`src/rtl/fifo_sync_level_pkg.sv`:
```
// tt_fifo_pkg: shared defaults and depth helper for the level-reporting sync FIFO.
package tt_fifo_pkg;
    localparam int FIFO_DW_DEF = 4;
    localparam int FIFO_AW_DEF = 3;
    function automatic int fifo_depth(input int aw);
        return 1 << aw;
    endfunction
endpackage

```
`src/rtl/fifo_sync_level_if.sv`:
```
// fifo_sync_level_if: push/pop handshake, read data and occupancy/status bundle.
interface fifo_sync_level_if
    import tt_fifo_pkg::*;
#(
    parameter int DATA_WIDTH = FIFO_DW_DEF,
    parameter int ADDR_WIDTH = FIFO_AW_DEF
);
    logic                  winc;
    logic [DATA_WIDTH-1:0] wdata;
    logic                  rinc;
    logic [DATA_WIDTH-1:0] rdata;
    logic                  rvalid;
    logic                  full;
    logic                  empty;
    logic                  almost_full;
    logic                  almost_empty;
    logic [ADDR_WIDTH:0]   count;
    logic                  overflow;
    logic                  underflow;
    modport master(
        output winc, wdata, rinc,
        input  rdata, rvalid, full, empty, almost_full, almost_empty, count, overflow, underflow
    );
    modport slave(
        input  winc, wdata, rinc,
        output rdata, rvalid, full, empty, almost_full, almost_empty, count, overflow, underflow
    );
endinterface

```
`src/rtl/fifo_sync_level_ram_2p.sv`:
```
// fifo_ram_2p: storage array with synchronous write and asynchronous read.
module fifo_ram_2p #(
    parameter int DATA_WIDTH = 4,
    parameter int ADDR_WIDTH = 3
) (
    input  logic                  clk,
    input  logic                  i_we,
    input  logic [ADDR_WIDTH-1:0] i_waddr,
    input  logic [DATA_WIDTH-1:0] i_wdata,
    input  logic [ADDR_WIDTH-1:0] i_raddr,
    output logic [DATA_WIDTH-1:0] o_rdata
);
    logic [DATA_WIDTH-1:0] r_mem [2**ADDR_WIDTH];
    always_ff @(posedge clk)
        if (i_we) r_mem[i_waddr] <= i_wdata;
    assign o_rdata = r_mem[i_raddr];
endmodule

```
`src/rtl/fifo_sync_level.sv`:
```
// fifo_sync_level: single-clock FIFO with count, watermarks and registered read port.
// Define FIFO_ERR_FLAGS_EN to build the sticky overflow/underflow flags.
module fifo_sync_level
    import tt_fifo_pkg::*;
#(
    parameter int DATA_WIDTH    = FIFO_DW_DEF,
    parameter int ADDR_WIDTH    = FIFO_AW_DEF,
    parameter int AFULL_THRESH  = 6,
    parameter int AEMPTY_THRESH = 1
) (
    input logic              clk,
    input logic              rst_n,
    fifo_sync_level_if.slave bus
);
    localparam int DEPTH = fifo_depth(ADDR_WIDTH);
    localparam int CW    = ADDR_WIDTH + 1;
    logic [CW-1:0]         r_wptr, r_rptr, w_count;
    logic [DATA_WIDTH-1:0] r_rdata, w_ram_rdata;
    logic                  r_rvalid, w_full, w_empty, w_wr_ok, w_rd_ok;
    assign w_count = r_wptr - r_rptr;
    assign w_full  = w_count == CW'(DEPTH);
    assign w_empty = w_count == '0;
    assign w_wr_ok = bus.winc & ~w_full;
    assign w_rd_ok = bus.rinc & ~w_empty;
    fifo_ram_2p #(.DATA_WIDTH(DATA_WIDTH), .ADDR_WIDTH(ADDR_WIDTH)) u_ram (
        .clk     (clk),
        .i_we    (w_wr_ok),
        .i_waddr (r_wptr[ADDR_WIDTH-1:0]),
        .i_wdata (bus.wdata),
        .i_raddr (r_rptr[ADDR_WIDTH-1:0]),
        .o_rdata (w_ram_rdata)
    );
    // The async RAM read sees the pre-edge contents, so a same-cycle write never bypasses.
    always_ff @(posedge clk or negedge rst_n)
        if (!rst_n) begin
            r_wptr   <= '0;
            r_rptr   <= '0;
            r_rdata  <= '0;
            r_rvalid <= 1'b0;
        end else begin
            if (w_wr_ok) r_wptr <= r_wptr + 1'b1;
            if (w_rd_ok) begin
                r_rptr  <= r_rptr + 1'b1;
                r_rdata <= w_ram_rdata;
            end
            r_rvalid <= w_rd_ok;
        end
`ifdef FIFO_ERR_FLAGS_EN
    logic r_overflow, r_underflow;
    always_ff @(posedge clk or negedge rst_n)
        if (!rst_n) begin
            r_overflow  <= 1'b0;
            r_underflow <= 1'b0;
        end else begin
            if (bus.winc & w_full)  r_overflow  <= 1'b1;
            if (bus.rinc & w_empty) r_underflow <= 1'b1;
        end
    assign bus.overflow  = r_overflow;
    assign bus.underflow = r_underflow;
`else
    assign bus.overflow  = 1'b0;
    assign bus.underflow = 1'b0;
`endif
    assign bus.rdata        = r_rdata;
    assign bus.rvalid       = r_rvalid;
    assign bus.full         = w_full;
    assign bus.empty        = w_empty;
    assign bus.almost_full  = w_count >= CW'(AFULL_THRESH);
    assign bus.almost_empty = w_count <= CW'(AEMPTY_THRESH);
    assign bus.count        = w_count;
endmodule

```
`src/flat_wrapper.sv`:
```
// flat-port wrapper written by rule: the top's interface ports become plain ports
module fifo_sync_level_flat import tt_fifo_pkg::*;
#(
    parameter int DATA_WIDTH    = FIFO_DW_DEF,
    parameter int ADDR_WIDTH    = FIFO_AW_DEF,
    parameter int AFULL_THRESH  = 6,
    parameter int AEMPTY_THRESH = 1
)
  (clk, rst_n, bus_winc, bus_wdata, bus_rinc, bus_rdata, bus_rvalid, bus_full, bus_empty, bus_almost_full, bus_almost_empty, bus_count, bus_overflow, bus_underflow);
  fifo_sync_level_if #(.DATA_WIDTH(DATA_WIDTH), .ADDR_WIDTH(ADDR_WIDTH)) bus_i ();
  input logic clk;
  input logic rst_n;
  input wire logic [$bits(bus_i.winc)-1:0] bus_winc;
  input wire logic [$bits(bus_i.wdata)-1:0] bus_wdata;
  input wire logic [$bits(bus_i.rinc)-1:0] bus_rinc;
  output wire logic [$bits(bus_i.rdata)-1:0] bus_rdata;
  output wire logic [$bits(bus_i.rvalid)-1:0] bus_rvalid;
  output wire logic [$bits(bus_i.full)-1:0] bus_full;
  output wire logic [$bits(bus_i.empty)-1:0] bus_empty;
  output wire logic [$bits(bus_i.almost_full)-1:0] bus_almost_full;
  output wire logic [$bits(bus_i.almost_empty)-1:0] bus_almost_empty;
  output wire logic [$bits(bus_i.count)-1:0] bus_count;
  output wire logic [$bits(bus_i.overflow)-1:0] bus_overflow;
  output wire logic [$bits(bus_i.underflow)-1:0] bus_underflow;
  assign bus_i.winc = bus_winc;
  assign bus_i.wdata = bus_wdata;
  assign bus_i.rinc = bus_rinc;
  assign bus_rdata = bus_i.rdata;
  assign bus_rvalid = bus_i.rvalid;
  assign bus_full = bus_i.full;
  assign bus_empty = bus_i.empty;
  assign bus_almost_full = bus_i.almost_full;
  assign bus_almost_empty = bus_i.almost_empty;
  assign bus_count = bus_i.count;
  assign bus_overflow = bus_i.overflow;
  assign bus_underflow = bus_i.underflow;
  fifo_sync_level #(.DATA_WIDTH(DATA_WIDTH), .ADDR_WIDTH(ADDR_WIDTH), .AFULL_THRESH(AFULL_THRESH), .AEMPTY_THRESH(AEMPTY_THRESH)) u_core (.clk(clk), .rst_n(rst_n), .bus(bus_i));
endmodule
```
`config.mk`:
```
export PLATFORM = sky130hd
export DESIGN_NAME = fifo_sync_level_flat
export DESIGN_NICKNAME = d
export VERILOG_FILES = /design/src/rtl/fifo_sync_level_pkg.sv /design/src/rtl/fifo_sync_level_if.sv /design/src/rtl/fifo_sync_level_ram_2p.sv /design/src/rtl/fifo_sync_level.sv /design/src/flat_wrapper.sv
export SDC_FILE = /design/constraint.sdc
export NUM_CORES = 1
export LEC_CHECK = 0
export CORE_UTILIZATION = 43
export CTS_CLUSTER_SIZE = 14
export DETAILED_ROUTE_END_ITERATION = 10
export GPL_ROUTABILITY_DRIVEN = 0
export GPL_TIMING_DRIVEN = 0
export MAX_ROUTING_LAYER = met4
export PLACE_DENSITY = 0.75
export REMOVE_ABC_BUFFERS = 1
export SLEW_MARGIN = 30
export SYNTH_ARGS = -nofsm -noshare
export SYNTH_HDL_FRONTEND = slang
export SYNTH_SLANG_ARGS = --single-unit
```
`constraint.sdc`:
```
create_clock -name clk -period 5.03 [get_ports clk]
set_input_delay 0.7545 -clock clk [delete_from_list [all_inputs] [get_ports clk]]
set_output_delay 0.7545 -clock clk [all_outputs]
set_load 0.02 [all_outputs]
```
* Yosys cells after proc, flatten, opt, wreduce, memory -nomap -nowiden
Memory sizes are Yosys's and may differ from the RTL's. A register that Yosys moved wholly into a read port is not among the register bits.
Cells that the tools add are included.
** Storage, ports and cells
- Bits in registers :: 9
- Output and inout bits :: 15
- Word-level logic and storage cells :: 18
- Memory bits (writable) :: 32
- Memories :: 1
- Input port bits :: 8
** Memories
- u_core.u_ram.r_mem :: words 8, width 4, rd ports 1, clocked after memory_dff 1, wr ports 1, RTL line fifo_sync_level_ram_2p.sv:13 : logic [DATA_WIDTH-1:0] r_mem [2**ADDR_WIDTH];
** Cells by class
- Eq/ne operators :: 1
- Magnitude comparators :: 2
- Multiplexer cells :: 2
- Reductions and logical operators :: 2
- Bitwise gates (word level) :: 4
- $add $sub $neg :: 3
** Operator list (count)
- adder 4 x 1 -> 4 bit (second input constant) :: 2
- == test 4 bit (second input constant) :: 1
- >= comparator 4 x 3 -> 1 bit (second input constant) :: 1
- less-or-equal comparator 4 x 1 -> 1 bit (second input constant) :: 1
- logical NOT 4 bit :: 1
- subtractor 4 bit :: 1
- bitwise AND 1 bit :: 2
- two-way mux 1 bit :: 2
- inverter 1 bit :: 2
- logical NOT 1 bit :: 1

* Longest topological paths before layout
- Depth after elaboration :: 6
- Gate-level depth with buffers :: 9
- Mapped depth without buffers :: 8

* By module
From an unflattened synthesis, not the netlist that was laid out.
** Second synthesis, totals
- Cell total of the unflattened synthesis :: 127
- Area, all modules :: 2042.0 um^2
** Modules (own cells, without submodules)
- fifo_ram_2p :: cells each 59, area each 1290.0 um^2, times used 1
- fifo_sync_level :: cells each 68, area each 752.0 um^2, times used 1

* Worst setup path before layout
No wires, ideal clock.
- Kind :: reg2out
- From :: reg u_core.r_wptr[0]
- To :: out bus_almost_empty
- Cell stages (with the launch flop) :: 8
- Path buffers :: 1
- Arrival :: 2170 ps
- Setup slack :: 2105 ps
- Data required time :: 4276 ps
- Cells stage by stage :: dfrtp_1 clkbuf_1 inv_1 ha_1 fa_1 xor2_1 inv_1 nor3_1
** On the way
- Cells in the longest elaborated chain, start to end :: 2
** RTL lines
- start: declaration :: RTL line fifo_sync_level.sv:17 : logic [CW-1:0] r_wptr, r_rptr, w_count;
- start signal: assignment :: RTL line fifo_sync_level.sv:41 : if (w_wr_ok) r_wptr <= r_wptr + 1'b1;
- subtractor 4 bit :: RTL line fifo_sync_level.sv:20 : assign w_count = r_wptr - r_rptr;
- net bus_count[2] :: RTL line flat_wrapper.sv:22 : output wire logic [$bits(bus_i.count)-1:0] bus_count;
- less-or-equal comparator 4 x 1 -> 1 bit :: RTL line fifo_sync_level.sv:69 : assign bus.almost_empty = w_count <= CW'(AEMPTY_THRESH);
- end: declaration :: RTL line flat_wrapper.sv:21 : output wire logic [$bits(bus_i.almost_empty)-1:0] bus_almost_empty;
The timed path passes the listed nets, and every way through them passes these cells.

* Worst setup path after layout
- From :: reg u_core.r_rptr[0]
- To :: out bus_empty
** On the way
- Cells in the longest elaborated chain, start to end :: 2
** RTL lines
- start: declaration :: RTL line fifo_sync_level.sv:17
- start signal: assignment :: RTL line fifo_sync_level.sv:43 : r_rptr <= r_rptr + 1'b1;
- subtractor 4 bit :: RTL line fifo_sync_level.sv:20
- logical NOT 4 bit :: RTL line fifo_sync_level.sv:22 : assign w_empty = w_count == '0;
- end: declaration :: RTL line flat_wrapper.sv:19 : output wire logic [$bits(bus_i.empty)-1:0] bus_empty;
No other way between the ends.

==> run metrics <==
site row count=24; total global-route track usage=0.148; Post-CTS Setup Bufs=0; die area=roughly 4900 um^2; reg-to-reg critical path endpoint=u_core.u_ram.r_mem[3][0]; Post-Syn Area=1990 um^2; period utilization=0.734; grt ovf=0; nets@finish=around 170; final hold vios=0; Vias/cell=5.25; Post-CTS Hold Buffers=0; hold endpoint=u_core.bus.rdata[0]; num ports=23; Post-synth EDFFs=32; nature of the critical path startpoint=flop; clock-pin slew on the worst setup and hold paths=0.09 ns; worst slew pin tran=0.930 ns; Wirelength per Cell=15.5 um; first-pass GRT wire length=between 5000 and 6000 um; Crit path max-delay family=adder cells; Max Fclk=271 MHz; R2R setup slack=1.97 ns; DRC=0; clock sink count=45; Synth top cells by count=edfxtp_1 (32), nand2_1 (15), dfrtp_1 (13), inv_1 (9), mux4_2 (8); n_diodes=0; CP max stage cell=dfrtp_1; biggest cell delay along the critical path=0.63 ns; top-area cell type share of the netlist area=0.482; final hold slack=slightly above 0.5 ns; HPWL after DPL=2370 um; Avg Inst Size Synth=roughly 15 um^2; initial antenna violation count=0; critical path class=reg -> out; Final ANT Viol Nets=0; Worst Hold Class=reg -> reg; Core Util, Final=0.527; Core Area=4410 um^2; Final TNS setup=0 ns; DR iter-0 viols=32; HP Start=u_core.bus.rdata[0]; RSZ-0062 raised after global routing=no; busiest grt layer=met2; most frequent cell after synthesis=edfxtp_1; largest net degree at the start of global routing=17; Die Span Y=70.1 um; 1st-pass router iterations=4; CTS buffer count=5; Skew-Pair Late Insertion Delay=0.30 ns; Arr. time, crit path=2.94 ns; share of cells above drive strength 1=0.183; crit-path max FO=12; met3 usage=0.0476; FF-to-FF path depth=5; Detailed Route WL=3170 um; status=finished, final reports clean; Starting Density=0.452; Die Span X=70.1 um; final instance area=2330 um^2; most common flop cell mapped by yosys=edfxtp_1; Crit. End Element=output port; number of gates resized after cts=0; Buffers & Inverters on Critical Path=1; largest cells by area after synthesis=edfxtp_1 (48%), dfrtp_1 (16%), mux4_2 (9.0%), mux2_2 (3.4%), ha_1 (3.1%); # setup viols final=0; CP Cell Sequence=ha_1 -> fa_1 -> xor2_1 -> nand3_2 -> nor2_1 -> clkdlybuf4s50_1; vias in the first global route=1103; Fin Clk Skew=0.00294 ns; Final min period=3.69 ns; Area Growth Syn to Fin=16.8%; Max-Cap Viols=0; CTS tree=yes; fill count=354; worst path required time=4.28 ns; Yosys warnings=0; Hold Crit Depth=1; GR Util met2=0.252; Cell variety after synth=30; sequential fraction of the synthesis area=0.645; DR vias=about 1100; clk root buf=clkbuf_8; port bufs=20; Critical R2R Launch=u_core.r_rptr[0]; maximum clock insertion buffer count=2; CTS HTree Levels=2; Synth area leader=edfxtp_1; met1 usage in global routing=0.159; Syn Inst Count=between 100 and 150; ys async rst share=0.289; pins over their slew limit=0; Rel. slew slack=0.374; Synth Register Bits=45; Post-DP Area=2230 um^2
[cells by family after synthesis]
kind of cell               after synthesis  share of synthesized area
xor gates and xnor gates                 9                     0.0433
muxes                                   14                      0.124
AOI/OAI and AO/OA                        8                     0.0320
other                                    1                    0.00188
DFF                                     45                      0.645
adders and majority gates                6                     0.0414
and+or+nand+nor                         31                     0.0759
buffers and inverters                   17                     0.0364
[through the flow]
| step | worst slack, ns | instances |
|---|---|---|
| final | 1.34 | 205 |
| after global routing | 1.14 | 205 |
| after CTS | 1.30 | 205 |
| after detailed placement | 1.64 | 197 |
| after global placement | 1.70 | 197 |
| after floorplan | 2.11 | 125 |
[area by class of cell]
type                    count  area, um^2  share of cell area
clock inverters             3        25.0              0.0107
clock buffers               5        68.8              0.0296
repair buffers             20         200              0.0860
inverters                  10        37.5              0.0161
multi-input cells          70         646               0.277
flip-flops and latches     45        1290               0.552
well taps                  52        65.1              0.0279
[cells in the final DEF, fill, tap and decap left out]
master           synthesis  routed
nand2_1                 15      15
nand3b_1                 1       1
conb_1                   1       2
a21oi_1                  2       2
inv_2                    1       1
clkinvlp_4               0       1
o21ai_2                  1       1
mux4_2                   8       8
o21ai_4                  1       1
fa_1                     1       1
nor4_1                   5       4
o211ai_1                 2       2
xnor2_1                  5       5
inv_6                    0       1
inv_1                    9       9
nand4_1                  2       2
clkinv_4                 0       1
edfxtp_1                32      32
ha_1                     5       5
clkdlybuf4s50_1          0      20
xor2_1                   3       3
o311ai_0                 1       1
dfrtp_1                 13      13
nor3_1                   4       4
clkbuf_8                 0       5
nand3_2                  1       1
mux2_2                   6       6
o21ai_0                  1       1
xnor2_2                  1       1
nor4_2                   0       1
or3_1                    1       1
nor2_1                   2       2
[worst max path at each step]
| stage | start | endpoint | slack, ns | cells past startpoint |
|---|---|---|---|---|
| 2_1_floorplan | u_core.r_rptr[0] | bus_almost_empty | 2.11 | 5 |
| 3_3_place_gp | u_core.r_rptr[0] | bus_empty | 1.70 | 6 |
| 3_5_place_dp | u_core.r_rptr[0] | bus_empty | 1.64 | 6 |
| 4_1_cts | u_core.r_rptr[0] | bus_empty | 1.30 | 6 |
| 5_1_grt | u_core.r_rptr[0] | bus_empty | 1.14 | 6 |
| 6_report | u_core.r_rptr[0] | bus_empty | 1.34 | 6 |
[layer usage]
layer | wire length [um] | vias up
met5 | 0 | -
met4 | 57 | 0
met3 | 100 | 6
met2 | 1720 | 17
met1 | 1300 | 533
li1 | - | 521
[worst reg2reg max path, cell delays in order (launching register included)]
cell and delay, ns:
dfrtp_1 0.79, ha_1 0.31, fa_1 0.48, nand3_2 0.20, o21ai_2 0.17, nor4_1 0.74
[sequential cells by signal, summed over array words and instances (netlist names)]
name	count
u_core.r_rptr	4
u_core.bus.rvalid	1
u_core.bus.rdata	4
u_core.r_wptr	4
u_core.u_ram.r_mem	32
Power is left out: the tool's default activity adds up to more than one toggle a clock period on the data nets, which glitch-free logic cannot reach.
